**config.mk**
```make
export PLATFORM = sky130hd
export DESIGN_NAME = sc_fifo_flags
export DESIGN_NICKNAME = d
export VERILOG_FILES = /design/src/rtl/sc_fifo_flags.sv
export SDC_FILE = /design/constraint.sdc
export NUM_CORES = 1
export LEC_CHECK = 0
export ABC_AREA = 1
export CORE_MARGIN = 4
export CORE_UTILIZATION = 60
export DETAILED_ROUTE_END_ITERATION = 6
export PLACE_DENSITY = 0.79
export SLEW_MARGIN = 20
export SYNTH_ARGS = -nofsm -noshare
export SYNTH_HDL_FRONTEND = slang
export SYNTH_SLANG_ARGS = --single-unit
```
**constraint.sdc**
```tcl
create_clock -name clk_i -period 2.32 [get_ports clk_i]
set_clock_uncertainty 0.2 [all_clocks]
set_input_delay 0.696 -clock clk_i [delete_from_list [all_inputs] [get_ports clk_i]]
set_output_delay 0.696 -clock clk_i [all_outputs]
set_load 0.03 [all_outputs]
```
**src/rtl/sc_fifo_flags.sv**
```systemverilog
// -----------------------------------------------------------------------------
// sc_fifo_flags
//
// Single-clock FIFO with built-in storage. All status flags are registered and
// derived from the next fill count, so they always agree with usedw_o.
// Overflow and underflow are sticky. The read port runs either in normal mode
// (registered q) or in show-ahead mode (head word visible combinationally).
//
// Ports
//   clk_i           rising-edge clock for all logic
//   srst_n_i        synchronous reset, active low
//   data_i          write data
//   wrreq_i         write request; dropped while full_o is set
//   rdreq_i         read request (show-ahead: head acknowledge); dropped while
//                   empty_o is set
//   q_o             read data
//   empty_o         usedw_o == 0
//   full_o          usedw_o == DEPTH
//   almost_empty_o  usedw_o <  ALMOST_EMPTY_VALUE
//   almost_full_o   usedw_o >= ALMOST_FULL_VALUE
//   usedw_o         words stored, 0..DEPTH inclusive
//   ovf_o           sticky: write attempted while full
//   udf_o           sticky: read attempted while empty
// -----------------------------------------------------------------------------
module sc_fifo_flags #(
    parameter int DWIDTH             = 8,
    parameter int AWIDTH             = 4,
    parameter int SHOWAHEAD          = 0,
    parameter int ALMOST_FULL_VALUE  = 12,
    parameter int ALMOST_EMPTY_VALUE = 4
) (
    input  logic              clk_i,
    input  logic              srst_n_i,
    input  logic [DWIDTH-1:0] data_i,
    input  logic              wrreq_i,
    input  logic              rdreq_i,
    output logic [DWIDTH-1:0] q_o,
    output logic              empty_o,
    output logic              full_o,
    output logic              almost_empty_o,
    output logic              almost_full_o,
    output logic [AWIDTH:0]   usedw_o,
    output logic              ovf_o,
    output logic              udf_o
);

    localparam int DEPTH = 2 ** AWIDTH;

    // Thresholds cast to the count width so every comparison is same-width.
    localparam logic [AWIDTH:0]   DEPTH_CNT = (AWIDTH + 1)'(DEPTH);
    localparam logic [AWIDTH:0]   AF_CNT    = (AWIDTH + 1)'(ALMOST_FULL_VALUE);
    localparam logic [AWIDTH:0]   AE_CNT    = (AWIDTH + 1)'(ALMOST_EMPTY_VALUE);
    localparam logic [AWIDTH:0]   CNT_ONE   = (AWIDTH + 1)'(1);
    localparam logic [AWIDTH-1:0] PTR_ONE   = AWIDTH'(1);

    logic [DWIDTH-1:0] mem [DEPTH];
    logic [AWIDTH-1:0] wr_ptr;
    logic [AWIDTH-1:0] rd_ptr;
    logic [AWIDTH:0]   count;
    logic [AWIDTH:0]   next_count;
    logic              wr_en;
    logic              rd_en;

    // Gating uses only the registered flags: a write at full is dropped even
    // when a read is accepted in the same cycle, and vice versa at empty.
    // Reset also blocks both so a request during reset has no effect at all.
    assign wr_en = srst_n_i & wrreq_i & ~full_o;
    assign rd_en = srst_n_i & rdreq_i & ~empty_o;

    // NOTE: next_count gets its default first, so every path assigns it and no latch is inferred.
    always_comb begin
        next_count = count;
        if (wr_en && !rd_en) begin
            next_count = count + CNT_ONE;
        end else if (rd_en && !wr_en) begin
            next_count = count - CNT_ONE;
        end
    end

    // NOTE: sequential state uses non-blocking assignments so every register samples pre-edge values.
    always_ff @(posedge clk_i) begin
        if (!srst_n_i) begin
            wr_ptr         <= '0;
            rd_ptr         <= '0;
            count          <= '0;
            empty_o        <= 1'b1;
            full_o         <= 1'b0;
            almost_empty_o <= 1'b1;
            almost_full_o  <= 1'b0;
            ovf_o          <= 1'b0;
            udf_o          <= 1'b0;
        end else begin
            if (wr_en) begin
                wr_ptr <= wr_ptr + PTR_ONE;
            end
            if (rd_en) begin
                rd_ptr <= rd_ptr + PTR_ONE;
            end
            count          <= next_count;
            empty_o        <= (next_count == '0);
            full_o         <= (next_count == DEPTH_CNT);
            almost_empty_o <= (next_count < AE_CNT);
            almost_full_o  <= (next_count >= AF_CNT);
            if (wrreq_i && full_o) begin
                ovf_o <= 1'b1;
            end
            if (rdreq_i && empty_o) begin
                udf_o <= 1'b1;
            end
        end
    end

    assign usedw_o = count;

    // NOTE: the storage array has no reset; after reset the pointers make old contents unreachable.
    always_ff @(posedge clk_i) begin
        if (wr_en) begin
            mem[wr_ptr] <= data_i;
        end
    end

    generate
        if (SHOWAHEAD != 0) begin : g_show_ahead
            // Head word is visible as soon as it is written; undefined while empty.
            assign q_o = mem[rd_ptr];
        end else begin : g_normal
            logic [DWIDTH-1:0] q_reg;

            always_ff @(posedge clk_i) begin
                if (!srst_n_i) begin
                    q_reg <= '0;
                end else if (rd_en) begin
                    q_reg <= mem[rd_ptr];
                end
            end

            assign q_o = q_reg;
        end
    endgenerate

endmodule
```
==> impl_metrics.yaml, run 1 <==
run_status:
  outcome: "complete, no violations"
setup_path:
  crit_slowest_cell: "dfxtp_1"
  start_kind: "flip-flop"
  endpoint_kind: "output pin"
  cp.buffers_inverters: 1
  r2r_slack_ps: 410
  r2r_cells: 8
  crit_path_start: "usedw_o[4]"
  critPathTopFamily: "flip-flops"
  path_cells: "clkdlybuf4s15_1"
  r2r_end: "q_o[7]"
  path_class: "reg -> out"
  critPathMaxStageDelay_ps: 430
  timing.rr.start: "rd_ptr[1]"
  critPathMaxFanout: 5
  critPathArrivalTime_ps: 1350
  required_ps: 1420
power_and_ir_drop:
  ir_drop_v: 0.000473
  power_density_nw_per_um2: 847
  internal_power_w: 0.00478
  p_sw_share_pct: 27.2
  power.leakage_nw: 3.04
  combPwrFrac_pct: 14.0
  switching_power_w: 0.00179
  fin_total_pwr_w: 0.00656
  clock_power_share_pct: 38.2
  seqPwrFrac_pct: 47.8
clock_network:
  post-cts-setup-buffers: 0
  cts_buffer_depth: 2
  clk_latency_ps: 520
  cts_resized: 20
  cts_tree: "built"
  holdBufCountCts: 0
  htreeDepth: 4
  cts-root-buf: "clkbuf_8"
  path_clk_slew_ps: 70
  numCtsBuffers: 17
  cts_sinks: 155
global_route:
  grt_pass1_vias: 4727
  gr-total-overflow: 0
  grt_max_degree: 50
  grt.busiest_layer: "met2"
  track_usage_pct: 25.2
  groute.layer.met2.usage_pct: 42.6
  grt_first_pass_wirelength_um: 24300
  grt_use_met3_pct: 5.55
  use_met1_pct: 32.2
  grt_antenna_before_repair: 0
synth:
  synthMostInstantiatedCell: "nor2_1"
  avgSynthCellArea_um2: 10.5
  yosysTopAreaCell: "edfxtp_1"
  synthTopCellsByCount: "nor2_1, edfxtp_1, nand2_1"
  seq_area_frac_synth_pct: 67.4
  synth_edf_count: 128
  ys_async_sr_fraction_pct: 0
  synth-seq-cells: 155
  syn-cell-area_um2: 6500
  synthCells: 617
  synth_top_cell_area_share_pct: 59.1
  synth.distinct_cells: 27
  synth_area_leaders: "edfxtp_1, nor2_1, dfxtp_1, o21ai_0, nand3_1"
  synth_flop_cell: "edfxtp_1"
  synth.net_count: 636
  synth_warnings: 0
die:
  coreArea_um2: 10500
  dieArea_um2: 12600
  start_util_pct: 62.2
  die_x_um: 112
  fp.dieH_um: 112
  io_pins: 31
  core.rowCount: 37
sta:
  max_slew_margin_pct: 54.0
  setup_violations: 0
  fmax_mhz: 445
  min_period_ps: 2250
  final_max_slew_viol_count: 0
  worst_slew_pin_slew_ps: 689
  hold_viol: 0
  rsz0062_at_grt: "false"
  period_share_pct: 96.9
  layout_setup_ws_ps: 70.8
route:
  drtIter0Drc: 451
  ant_nets: 0
  vias: 4763
  drc: 0
  wl_um: 15200
  wire_per_inst_um: 18.2
  vias_per_cell: 5.70
  drt-pass1-iter-count: 5
cells_and_area:
  num-nets-final: 705
  fin_cells: 835
  syn_to_final_growth_pct: 19.2
  antenna_cells: 0
  drive_gt1_share_pct: 15.2
placement:
  pre_cts_ws_ps: -219
  io_buffers: 30
  dp_hpwl_um: 9800
  dp.cells: 803
  gp_congestion: 0.875
min_path:
  hold_depth: 2
  hp-start: "udf_o"
  hold-path-endpoint: "udf_o"
  hold_class: "reg -> reg"
run:
  cap_violations: 0
## sequential cells by signal, summed over array words and instances, names as in the netlist
name,flops
wr_ptr,4
ovf_o,1
almost_full_o,1
almost_empty_o,1
empty_o,1
full_o,1
mem,128
usedw_o,5
q_o,8
udf_o,1
rd_ptr,4
## logic make-up after synthesis
kind of cell / share of synthesized area, %
fa+ha+maj: 1.35
simple gates: 19.7
xor+xnor: 0.135
buf+inv: 4.37
flops: 67.4
compound gates: 7.04
## layer usage
| metal | vias to the layer above | routed length (µm) |
|---|---|---|
| met2 | 218 | 7810 |
| met3 | 31 | 1080 |
| met4 | 0 | 389 |
| met1 | 2279 | 5910 |
| li1 | 2235 | - |
| met5 | - | 0 |
## cells in the final DEF, fill, tap and decap left out
cell type	synthesis	final
nor2_1	145	145
edfxtp_1	128	128
nand2_1	69	69
o21ai_0	66	66
nand3_1	60	60
buf_4	0	47
inv_1	33	33
dfxtp_1	27	26
clkbuf_16	0	16
dlygate4sd2_1	0	16
a21oi_1	15	15
clkdlybuf4s50_1	0	11
o21ai_1	9	9
ha_1	7	7
inv_2	5	5
nor2_2	5	5
inv_6	0	5
nand2_2	4	4
clkinv_4	0	4
clkbuf_8	0	3
clkinvlp_4	0	3
nor2_4	2	2
clkinv_1	2	2
nand2_4	2	2
nand3_4	2	2
nand4_1	2	2
clkbuf_2	0	2
buf_12	0	2
o21a_1	1	1
nor3_2	1	1
nand3b_1	1	1
xor2_1	1	1
nand3_2	1	1
clkinv_2	0	1
clkdlybuf4s15_1	0	1
dfxtp_2	0	1
## metrics by stage
stage / hold WS, ps / TNS [ps] / utilization (%) / instance area [µm²]
detailed placement: 248 / -20670 / 69.1 / 7230
global route: 300 / 0 / 74.1 / 7750
finish: 253 / 0 / 74.1 / 7750
CTS: 258 / 0 / 74.2 / 7760
floorplan: 291 / 0 / - / 6500
global placement: 244 / -15630 / 69.1 / 7230
## worst max path at each step
| stage | end | cells after the start |
|---|---|---|
| 6_report | usedw_o[4] | 1 |
| 5_1_grt | usedw_o[4] | 1 |
| 4_1_cts | usedw_o[3] | 1 |
| 3_5_place_dp | full_o | 11 |
| 3_3_place_gp | full_o | 11 |
| 2_1_floorplan | mem[15][0] | 4 |
## area by class of cell
class | instances | area (µm²)
clock buffer | 19 | 442
inverter | 40 | 150
timing repair buffer | 79 | 663
sequential | 155 | 4390
tap | 136 | 170
clock inverter | 13 | 106
multi-input combinational | 393 | 1830
fill | 727 | 2710
## power by group through the flow
stage          Clock, W  Sequential, W  Combinational [W]
3_5_place_dp          0        0.00320           0.000939
6_report        0.00251        0.00314           0.000916
3_3_place_gp          0        0.00319           0.000913
2_1_floorplan         0        0.00329           0.000485
5_1_grt         0.00269        0.00315            0.00102
4_1_cts         0.00253        0.00314           0.000916
Note: power is estimated with default switching activity, not from simulation.
==> inputs of run 2 (changes only) <==
CORE_UTILIZATION = 35   (was 60)
PLACE_DENSITY = unset   (was 0.79)
==> run 2 against run 1 <==
Net effect: worst hold slack improved by 8.2 ps; combinational power rose by 6.3%; cell area rose by 2.8%; utilization fell by 30 points; routed wire length rose by 3.6%; global-route usage fell by 9.2 points; critical path depth did not move; setup slack improved by 61 ps; critical path type unchanged; largest cell class unchanged.
==> impl_metrics.yaml, run 2 (synthesized netlist as in run 1, its figures left out) <==
route:
  drc: 0
  drt-pass1-iter-count: 6
  ant_nets: 0
  drtIter0Drc: 556
  wl_um: 15700
  vias: 4728
  vias_per_cell: 5.08
  wire_per_inst_um: 16.9
clock_network:
  cts_tree: "built"
  holdBufCountCts: 0
  cts-root-buf: "clkbuf_16"
  path_clk_slew_ps: 60
  cts_sinks: 155
  htreeDepth: 4
  post-cts-setup-buffers: 0
  clk_latency_ps: 430
  numCtsBuffers: 17
  cts_buffer_depth: 2
setup_path:
  critPathTopFamily: "buffers and inverters"
  path_cells: "dlygate4sd2_1"
  critPathMaxFanout: 6
  start_kind: "flip-flop"
  cp.buffers_inverters: 1
  critPathMaxStageDelay_ps: 440
  endpoint_kind: "output pin"
  critPathArrivalTime_ps: 1290
  required_ps: 1420
  crit_slowest_cell: "dlygate4sd2_1"
  path_class: "reg -> out"
global_route:
  gr-total-overflow: 0
  grt_pass1_vias: 4836
  grt_antenna_before_repair: 0
  grt_first_pass_wirelength_um: 24800
  track_usage_pct: 15.9
  grt_max_degree: 50
sta:
  min_period_ps: 2190
  fin_tns_setup_ps: 0
  fmax_mhz: 457
  rsz0062_at_grt: "false"
  setup_violations: 0
  period_share_pct: 94.3
  worst_slew_pin_slew_ps: 639
  hold_viol: 0
  final_max_slew_viol_count: 0
  max_slew_margin_pct: 57.3
placement:
  dp.cells: 899
  io_buffers: 30
  place_area_um2: 7460
  gp_congestion: 0.882
  dp_hpwl_um: 10600
cells_and_area:
  final_cell_mix: "nor2_1, edfxtp_1, nand2_1, o21ai_0, nand3_1"
  fillCellCount: 1730
  largest-register: "mem"
  antenna_cells: 0
  final_common_cell: "nor2_1"
  design_area_um2: 7970
  syn_to_final_growth_pct: 22.5
  largest_reg_flops: 128
  fin_cells: 931
  num-nets-final: 708
  drive_gt1_share_pct: 14.7
die:
  coreArea_um2: 18100
  dieArea_um2: 20800
  fp.dieH_um: 144
  io_pins: 31
  start_util_pct: 35.8
  die_x_um: 144
  core.rowCount: 49
run_status:
  outcome: "complete, no violations"
power_and_ir_drop:
  power.leakage_nw: 3.09
  power_density_nw_per_um2: 824
  ir_drop_v: 0.000519
run:
  cap_violations: 0
min_path:
  hold_class: "reg -> reg"
-- run 2: final cells by class --
type / count / area, µm² / share of cell area [%]
clock inverter: 11 / 73.8 / 0.927
timing repair buffer: 82 / 787 / 9.88
tap: 229 / 287 / 3.60
sequential: 155 / 4390 / 55.0
inverter: 40 / 150 / 1.88
multi-input combinational: 393 / 1830 / 23.0
clock buffer: 21 / 450 / 5.65
-- run 2: worst paths after layout --
check	startpoint	end	slack, ps	cells after the start
worst max-delay path	usedw_o[3]	usedw_o[3]	130	1
worst min-delay path	udf_o	udf_o	260	2
worst max register to register	rd_ptr[1]	q_o[0]	420	8
worst min register to register	udf_o	udf_o	260	2
-- run 2: stage by stage --
stage	hold WS [ps]	util, %	power [W]	worst slack [ps]
after floorplan	291	-	0.00378	294
after global placement	262	41.1	0.00419	-203
after global routing	298	43.9	0.00685	53.3
after detailed placement	262	41.1	0.00420	-239
final	261	43.9	0.00656	132
after CTS	271	43.9	0.00661	5.16
-- run 2: where the power goes --
part / total (W) / leakage [nW] / internal [W] / switching, W
Combinational: 0.000974 / 1.47 / 0.000337 / 0.000637
Sequential: 0.00313 / 1.38 / 0.00309 / 0.0000458
Clock: 0.00245 / 0.248 / 0.00139 / 0.00107
Total: 0.00656 / 3.09 / 0.00481 / 0.00175
-- run 2: metal layers --
layer / part of all wire (%) / vias up / wire length (µm) / track usage, %
met2: 49 / 185 / 7720 / 26.2
met5: 0 / - / 0 / 0
met1: 42 / 2251 / 6540 / 20.3
met4: 3.0 / 0 / 474 / 6.53
met3: 6.4 / 41 / 1000 / 3.80
li1: - / 2251 / - / -
-- run 2: what timing repair did --
item	CTS	global route
setup endpoints to repair	17	2
endpoints found under the hold margin	0	0
gates resized for setup	17	2
pin swaps	0	0
==> inputs of run 3 (changes only) <==
CTS_BUF_LIST = sky130_fd_sc_hd__clkbuf_16   (was unset)
SLEW_MARGIN = unset   (was 20)
==> run 3 against run 2 <==
Net effect: sequential share of layout area up 0.069 points; routed wire length shrank 0.55%; highest routed layer unchanged; count of clock-buffer cells in the layout decreased by 4; cell count unchanged; sequential power is essentially flat; flip-flop and latch count is the same; combinational power about the same; utilization is 0.055 points lower.
==> impl_metrics.yaml, run 3 (synthesized netlist as in run 1, its figures left out) <==
global_route:
  grt_antenna_before_repair: 0
  track_usage_pct: 15.9
  grt_pass1_vias: 4823
  grt_first_pass_wirelength_um: 24800
  grt_use_met3_pct: 3.80
  grt_max_degree: 50
  grt.busiest_layer: "met2"
  use_met1_pct: 20.2
  groute.layer.met2.usage_pct: 26.1
  gr-total-overflow: 0
route:
  vias: 4713
  drtIter0Drc: 544
  wire_per_inst_um: 16.8
  vias_per_cell: 5.06
  ant_nets: 0
  drc: 0
  drt-pass1-iter-count: 5
  wl_um: 15600
sta:
  setup_violations: 0
  holdWs_ps: 261
  period_share_pct: 94.3
  hold_viol: 0
  worst_slew_pin_slew_ps: 643
  max_slew_margin_pct: 57.1
  min_period_ps: 2190
  final_max_slew_viol_count: 0
  fmax_mhz: 457
  rsz0062_at_grt: "false"
run_status:
  outcome: "complete, no violations"
placement:
  gp_congestion: 0.882
  dp_hpwl_um: 10600
  dp.cells: 899
  io_buffers: 30
cells_and_area:
  final_cell_mix: "nor2_1, edfxtp_1, nand2_1, o21ai_0, nand3_1"
  drive_gt1_share_pct: 14.5
  num-nets-final: 708
  fin_cells: 931
  regArea_um2: 4390
  final_common_cell: "nor2_1"
  syn_to_final_growth_pct: 22.4
  antenna_cells: 0
  multi_input_area_um2: 1830
  fillCellCount: 1728
  largest-register: "mem"
  largest_reg_flops: 128
setup_path:
  critPathArrivalTime_ps: 1290
  cp.buffers_inverters: 1
  critPathMaxStageDelay_ps: 440
  required_ps: 1420
  crit_slowest_cell: "dlygate4sd2_1"
  r2r_slack_ps: 410
  endpoint_kind: "output pin"
  path_cells: "dlygate4sd2_1"
  critical_path.endpoint: "usedw_o[3]"
  crit_cells: 1
  timing.rr.start: "rd_ptr[1]"
  r2r_cells: 8
  start_kind: "flip-flop"
  crit_path_start: "usedw_o[3]"
  critPathTopFamily: "buffers and inverters"
  r2r_end: "q_o[4]"
  path_class: "reg -> out"
  critPathMaxFanout: 6
clock_network:
  path_clk_slew_ps: 60
  post-cts-setup-buffers: 0
  cts_tree: "built"
  cts_sinks: 155
  numCtsBuffers: 17
  cts-root-buf: "clkbuf_16"
  clk_latency_ps: 430
  cts_buffer_depth: 2
  htreeDepth: 4
  holdBufCountCts: 0
die:
  start_util_pct: 35.8
  dieArea_um2: 20800
  coreArea_um2: 18100
  fp.dieH_um: 144
  io_pins: 31
  core.rowCount: 49
  die_x_um: 144
min_path:
  hold_class: "reg -> reg"
power_and_ir_drop:
  power_density_nw_per_um2: 819
  ir_drop_v: 0.000519
  power.leakage_nw: 3.10
run:
  cap_violations: 0
==> run 3: cell count changes in the layout (fill, tap and decap cells not counted) <==
cell / previous run / this run
clkinv_1: 3 / 4
clkbuf_8: 1 / 0
inv_1: 33 / 36
clkbuf_1: 3 / 0
==> run 3: cell type report <==
| cell class | count | area share (%) |
|---|---|---|
| Sequential cell | 155 | 55.1 |
| Multi-Input combinational cell | 393 | 23.1 |
| Timing Repair Buffer | 82 | 9.89 |
| Clock buffer | 17 | 5.35 |
| Tap cell | 229 | 3.60 |
| Inverter | 40 | 1.89 |
| Clock inverter | 15 | 1.12 |
==> run 3: worst min path at each step <==
stage	depth (start not counted)	to	from	slack, ps
6_report	2	udf_o	udf_o	260
5_1_grt	2	ovf_o	ovf_o	300
4_1_cts	2	udf_o	udf_o	270
3_5_place_dp	2	udf_o	udf_o	260
3_3_place_gp	2	udf_o	udf_o	260
2_1_floorplan	2	wr_ptr[3]	wr_ptr[3]	290
==> run 3: report_power, final <==
part           internal (W)  switching, W  total (W)
Sequential          0.00309     0.0000458    0.00313
Clock               0.00134       0.00107    0.00241
Combinational      0.000337      0.000636   0.000973
Total               0.00477       0.00175    0.00652
==> run 3: repair_timing <==
action | 4_1_cts | 5_1_grt
gates resized for setup | 17 | 2
endpoints found under the hold margin | 0 | 0
setup endpoints to repair | 17 | 2
gates cloned | 0 | 0
==> run 3: per-layer routing <==
metal / wire length [µm] / up-vias / share of wire (%)
met5: 0 / - / 0
li1: - / 2250 / -
met1: 6540 / 2247 / 42
met4: 528 / 0 / 3.4
met3: 961 / 45 / 6.1
met2: 7610 / 171 / 49
==> run 3: stage by stage <==
step                util (%)  setup TNS [ps]  power (W)  worst slack [ps]  instance area (µm²)
global placement        41.1          -20700    0.00419              -203                 7460
floorplan                  -               0    0.00378               294                 6500
global route            43.9               0    0.00680              53.3                 7960
finish                  43.9               0    0.00652               132                 7960
detailed placement      41.1          -22730    0.00420              -239                 7460
CTS                     43.8               0    0.00656              5.16                 7950
==> patch 1, RTL diff (settings of run 3) <==
Change the parameter `AWIDTH` from 4 to 5.
--- a/src/rtl/sc_fifo_flags.sv
+++ b/src/rtl/sc_fifo_flags.sv
@@ -25,5 +25,5 @@
 module sc_fifo_flags #(
     parameter int DWIDTH             = 8,
-    parameter int AWIDTH             = 4,
+    parameter int AWIDTH             = 5,
     parameter int SHOWAHEAD          = 0,
     parameter int ALMOST_FULL_VALUE  = 12,
Interface: changed (resized usedw_o); port bits go from 31 to 32. The function was not compared with the original's and may differ.
==> patch 1 against run 3 <==
- sequential cell count up 131
- wire length up 94%
- cell area up 82%
- total power up 79%
- global-route usage down 0.27 points
- synthesized cell count up 94%
- synthesized area up 87%
- worst setup slack worse by 0.078 ns
- largest cell class unchanged
- critical path depth unchanged
- sequential power up 82%
- largest power group unchanged
==> patch 1: results (changes against run 3) <==
largest_reg_flops: 256  # was 128
pg_comb_w: 0.00110  # was 0.000973 W
grt_first_pass_wirelength_um: 46900  # was 24800 um
cts_max_level: 1  # was 4
io_buffers: 31  # was 30
period_needed_ns: 2.27  # was 2.19 ns
cp-endpoint: "full_o"  # was usedw_o[3]
nClkBuffers: 31  # was 17
slowest_stage: "dfxtp_1"  # was dlygate4sd2_1
routed_wl_um: 30300  # was 15600 um
clk_share_pct: 6.97  # was 6.46%
synthXorXnorAreaFrac_pct: 0.289  # was 0.135%
multi_input_area_share_pct: 21.6  # was 23.1%
dp_cells: 1704  # was 899
switching_share_pct: 23.2  # was 26.9%
hold_end: "q_o[1]$_SDFFE_PN0P_"  # was udf_o$_SDFFE_PN0P_
synth_top_area_share_pct: 63.3  # was 59.1%
r2r_start: "rd_ptr[3]$_SDFFE_PN0P_"  # was rd_ptr[1]$_SDFFE_PN0P_
r2r_setup_slack_ns: 0.37  # was 0.41 ns
worst_slew_pin_slew_ns: 0.609  # was 0.643 ns
num-nonclk-buffers: 111  # was 82
dp_slack_ns: -0.384  # was -0.239 ns
crit_fanout: 3  # was 6
status: "completed"  # unchanged
yosysSeqAreaShare_pct: 68.3  # was 67.4%
cts_inserted_buffers: 30  # was 17
ir_drop_mv: 0.573  # was 0.519 mV
synth_commonest_cells: "386 x nand2_1, 256 x edfxtp_1, 167 x nand3_1, 126 x inv_1, 97 x nor2_1"  # was 145 x nor2_1, 128 x edfxtp_1, 69 x nand2_1, 66 x o21ai_0, 60 x nand3_1
clock_latency_ns: 0.54  # was 0.43 ns
dp_hpwl_um: 18700  # was 10600 um
ys_types: 26  # was 27
design_area_mm2: 0.0145  # was 0.00796 mm2
viasPerCell: 4.82  # was 5.06
synthAdderAreaFrac_pct: 0.722  # was 1.35%
nNetsFinal: 1307  # was 708
clock-sinks: 286  # was 155
pwr-share-comb_pct: 9.4  # was 14.9%
powerClk_w: 0.00488  # was 0.00241 W
bufAreaShareNonClock_pct: 6.91  # was 9.89%
## patch 1: cell types whose count changed after synthesis, sizes merged, moves of 17 or more
cell | before | now
nand3 | 63 | 168
inv | 38 | 127
o21ai | 75 | 19
nand2 | 75 | 387
nor2 | 152 | 99
edfxtp | 128 | 256
a21oi | 15 | 32
## patch 1: worst min-delay path, cell delays in order, from the launching register on
cell and delay, ns:
dfxtp_1 0.31, nand2_1 0.06, a21oi_1 0.05
## patch 1: kinds of logic after synthesis
logic type / count (synthesis)
adders and majority gates: 7
AOI/OAI and AO/OA: 54
and+or+nand+nor: 663
buffers and inverters: 184
DFF: 286
xor gates and xnor gates: 4
## patch 1: routing by layer
layer	vias to the layer above	wire [um]	GRT usage [%]
met3	59	1700	2.50
met1	4039	13700	21.9
met4	0	732	3.80
li1	4130	-	-
met5	-	0	0
met2	239	14200	25.7
==> patch 2, RTL diff (config.mk and constraints of run 3) <==
Without the edit above. Put one more register stage on the output `ovf_o`, with the module's reset. The value now appears one clock later. The other outputs are not delayed to match.
--- a/src/rtl/sc_fifo_flags.sv
+++ b/src/rtl/sc_fifo_flags.sv
@@ -54,4 +54,6 @@
     localparam logic [AWIDTH-1:0] PTR_ONE   = AWIDTH'(1);
 
+    logic ovf_s0;
+
     logic [DWIDTH-1:0] mem [DEPTH];
     logic [AWIDTH-1:0] wr_ptr;
@@ -88,5 +90,5 @@
             almost_empty_o <= 1'b1;
             almost_full_o  <= 1'b0;
-            ovf_o          <= 1'b0;
+            ovf_s0         <= 1'b0;
             udf_o          <= 1'b0;
         end else begin
@@ -103,5 +105,5 @@
             almost_full_o  <= (next_count >= AF_CNT);
             if (wrreq_i && full_o) begin
-                ovf_o <= 1'b1;
+                ovf_s0 <= 1'b1;
             end
             if (rdreq_i && empty_o) begin
@@ -139,3 +141,11 @@
     endgenerate
 
+    always_ff @(posedge clk_i) begin
+        if (!srst_n_i) begin
+            ovf_o <= '0;
+        end else begin
+            ovf_o <= ovf_s0;
+        end
+    end
+
 endmodule
Formal check against the unedited RTL: same outputs for any inputs over 4 cycles, from zero or initial values and one cycle with srst_n_i low; that may be too few to reach the edited logic, so the function may still have changed.
==> patch 2 against run 3 <==
- wire length grew 1.8%
- cell area is 0.74% lower
- die area down 0.73%
- synthesized area down 0.77%
- worst setup slack worse by 0.095 ns
- sequential power about the same
- total power up 3.2%
- sequential cell count increased by 1
- largest power group unchanged
- highest routed layer unchanged
- clock power increased by 12%
==> patch 2: results (changes against run 3) <==
p_leak_nw: 3.07  # was 3.10 nW
fillers: 1665  # was 1728
ys.flop_type: "edfxtp_1"  # unchanged
cts_max_path_buffers: 2  # unchanged
status: "completed"  # unchanged
crit_fanout: 1  # was 6
ir_drop_mv: 0.524  # was 0.519 mV
startpoint_type: "flop"  # unchanged
yosys-top-cells-area: "edfxtp_1 60%, dfxtp_1 8.7%, nor2_1 8.2%"  # was edfxtp_1 59%, nor2_1 8.4%, dfxtp_1 8.3%
routed_wl_um: 15900  # was 15600 um
largest_reg_flops: 128  # unchanged
cts_root_buf: "clkbuf_16"  # unchanged
clkSlewWorstSetupHoldPaths_ns: 0.06  # about the same
io_buffers: 30  # unchanged
cp-endpoint: "ovf_o"  # was usedw_o[3]
nNetsFinal: 695  # was 708
ys_types: 28  # was 27
startpoint: "ovf_o$_SDFF_PN0_"  # was usedw_o[3]$_SDFF_PN0_
synth_commonest_cells: "141 x nor2_1, 128 x edfxtp_1, 73 x nand2_1, 70 x o21ai_0, 60 x nand3_1"  # was 145 x nor2_1, 128 x edfxtp_1, 69 x nand2_1, 66 x o21ai_0, 60 x nand3_1
max-slew-margin-rel_pct: 54.4  # was 57.1%
globalplace.congestion: 0.928  # was 0.882
dp_cells: 886  # was 899
cpPeakStageDelay_ns: 0.67  # was 0.44 ns
antenna_found_initial: 0  # unchanged
yosysSeqAreaShare_pct: 68.3  # was 67.4%
r2r-end: "q_o[4]$_SDFFE_PN0P_"  # unchanged
avgSynthCellArea_um2: 10.6  # was 10.5 um2
cp.arrival_ns: 1.39  # was 1.29 ns
async_reset_ff_share_pct: 0  # unchanged
cts_max_level: 4  # unchanged
crit_family: "buffers and inverters"  # unchanged
r2r_start: "rd_ptr[1]$_SDFFE_PN0P_"  # unchanged
yosys_warnings: 0  # unchanged
dr.pass1.iters: 5  # unchanged
grt_pass1_vias: 4621  # was 4823
grt_start_max_net_pins: 74  # was 50
r2r_setup_slack_ns: 0.43  # was 0.41 ns
track_usage_pct: 16.0  # was 15.9%
drive_above_1_share_pct: 12.9  # was 14.5%
syn_nets: 629  # was 636
slowest_stage: "clkdlybuf4s50_1"  # was dlygate4sd2_1
synth-edff-count: 128  # unchanged
n_antenna_cell: 0  # unchanged
clock_latency_ns: 0.42
drt_iter0_markers: 505  # was 544
viasPerCell: 5.00  # was 5.06
largest_register: "mem"  # unchanged
dp_hpwl_um: 10600  # about the same
fin_cells: 918  # was 931
grt_first_pass_wirelength_um: 24700  # was 24800 um
==> patch 2: how the worst min path moves through the flow <==
stage,cells after the start,to,startpoint,slack [ns]
2_1_floorplan,2,ovf_o$_SDFF_PN0_,ovf_s0$_SDFFE_PN0P_,0.20
3_3_place_gp,2,ovf_o$_SDFF_PN0_,ovf_s0$_SDFFE_PN0P_,0.23
3_5_place_dp,2,ovf_o$_SDFF_PN0_,ovf_s0$_SDFFE_PN0P_,0.24
4_1_cts,2,udf_o$_SDFFE_PN0P_,udf_o$_SDFFE_PN0P_,0.25
5_1_grt,2,udf_o$_SDFFE_PN0P_,udf_o$_SDFFE_PN0P_,0.27
6_report,2,udf_o$_SDFFE_PN0P_,udf_o$_SDFFE_PN0P_,0.25
==> patch 2: repair_timing <==
action	4_1_cts	5_1_grt
gates resized for setup	16	4
buffers inserted	0	0
hold endpoints to repair	0	0
endpoints found under the setup margin	16	4
hold buffers	0	0
==> patch 2: cells by family after synthesis <==
logic type,Yosys count,synth area share (%)
xor gates and xnor gates,4,0.543
buffers and inverters,67,4.42
adders and majority gates,7,1.36
DFF,156,68.3
AOI/OAI and AO/OA,92,7.21
and+or+nand+nor,284,18.2
==> patch 2: cell type report <==
type	count	area, um2	area share [%]
flip-flops and latches	156	4410	55.8
multi-input cells	387	1770	22.4
repair buffers	77	726	9.19
clock buffers	17	425	5.39
well taps	229	287	3.63
clock inverters	15	149	1.89
inverters	37	139	1.76
==> patch 2: worst min-delay path: cells and delay by family, from the launching register on <==
kind	cells	cell delay (ns)
AO/OA/AOI/OAI	1	0.05
flip-flops	1	0.32
AND/OR/NAND/NOR	1	0.04
==> patch 2: routing by layer <==
metal	up-vias	share of wire [%]	track usage, %
met5	-	0	0
met4	0	2.4	6.34
met3	29	3.8	3.03
met2	95	50	26.7
met1	2257	44	20.6
li1	2213	-	-
==> patch 2: power by group <==
part / switching, W / leakage (nW) / internal, W
Clock: 0.00119 / 0.279 / 0.00152
Sequential: 0.0000464 / 1.38 / 0.00310
Combinational: 0.000571 / 1.40 / 0.000303
==> patch 2: through the flow <==
step           setup WS, ns  instance area (um2)  utilization (%)  power (W)
5_1_grt             0.00772                 7900             43.8    0.00697
2_1_floorplan         0.331                 6450                -    0.00372
4_1_cts              0.0122                 7890             43.8    0.00676
6_report             0.0371                 7900             43.8    0.00672
3_3_place_gp         -0.249                 7330             40.7    0.00408
3_5_place_dp         -0.278                 7330             40.7    0.00410
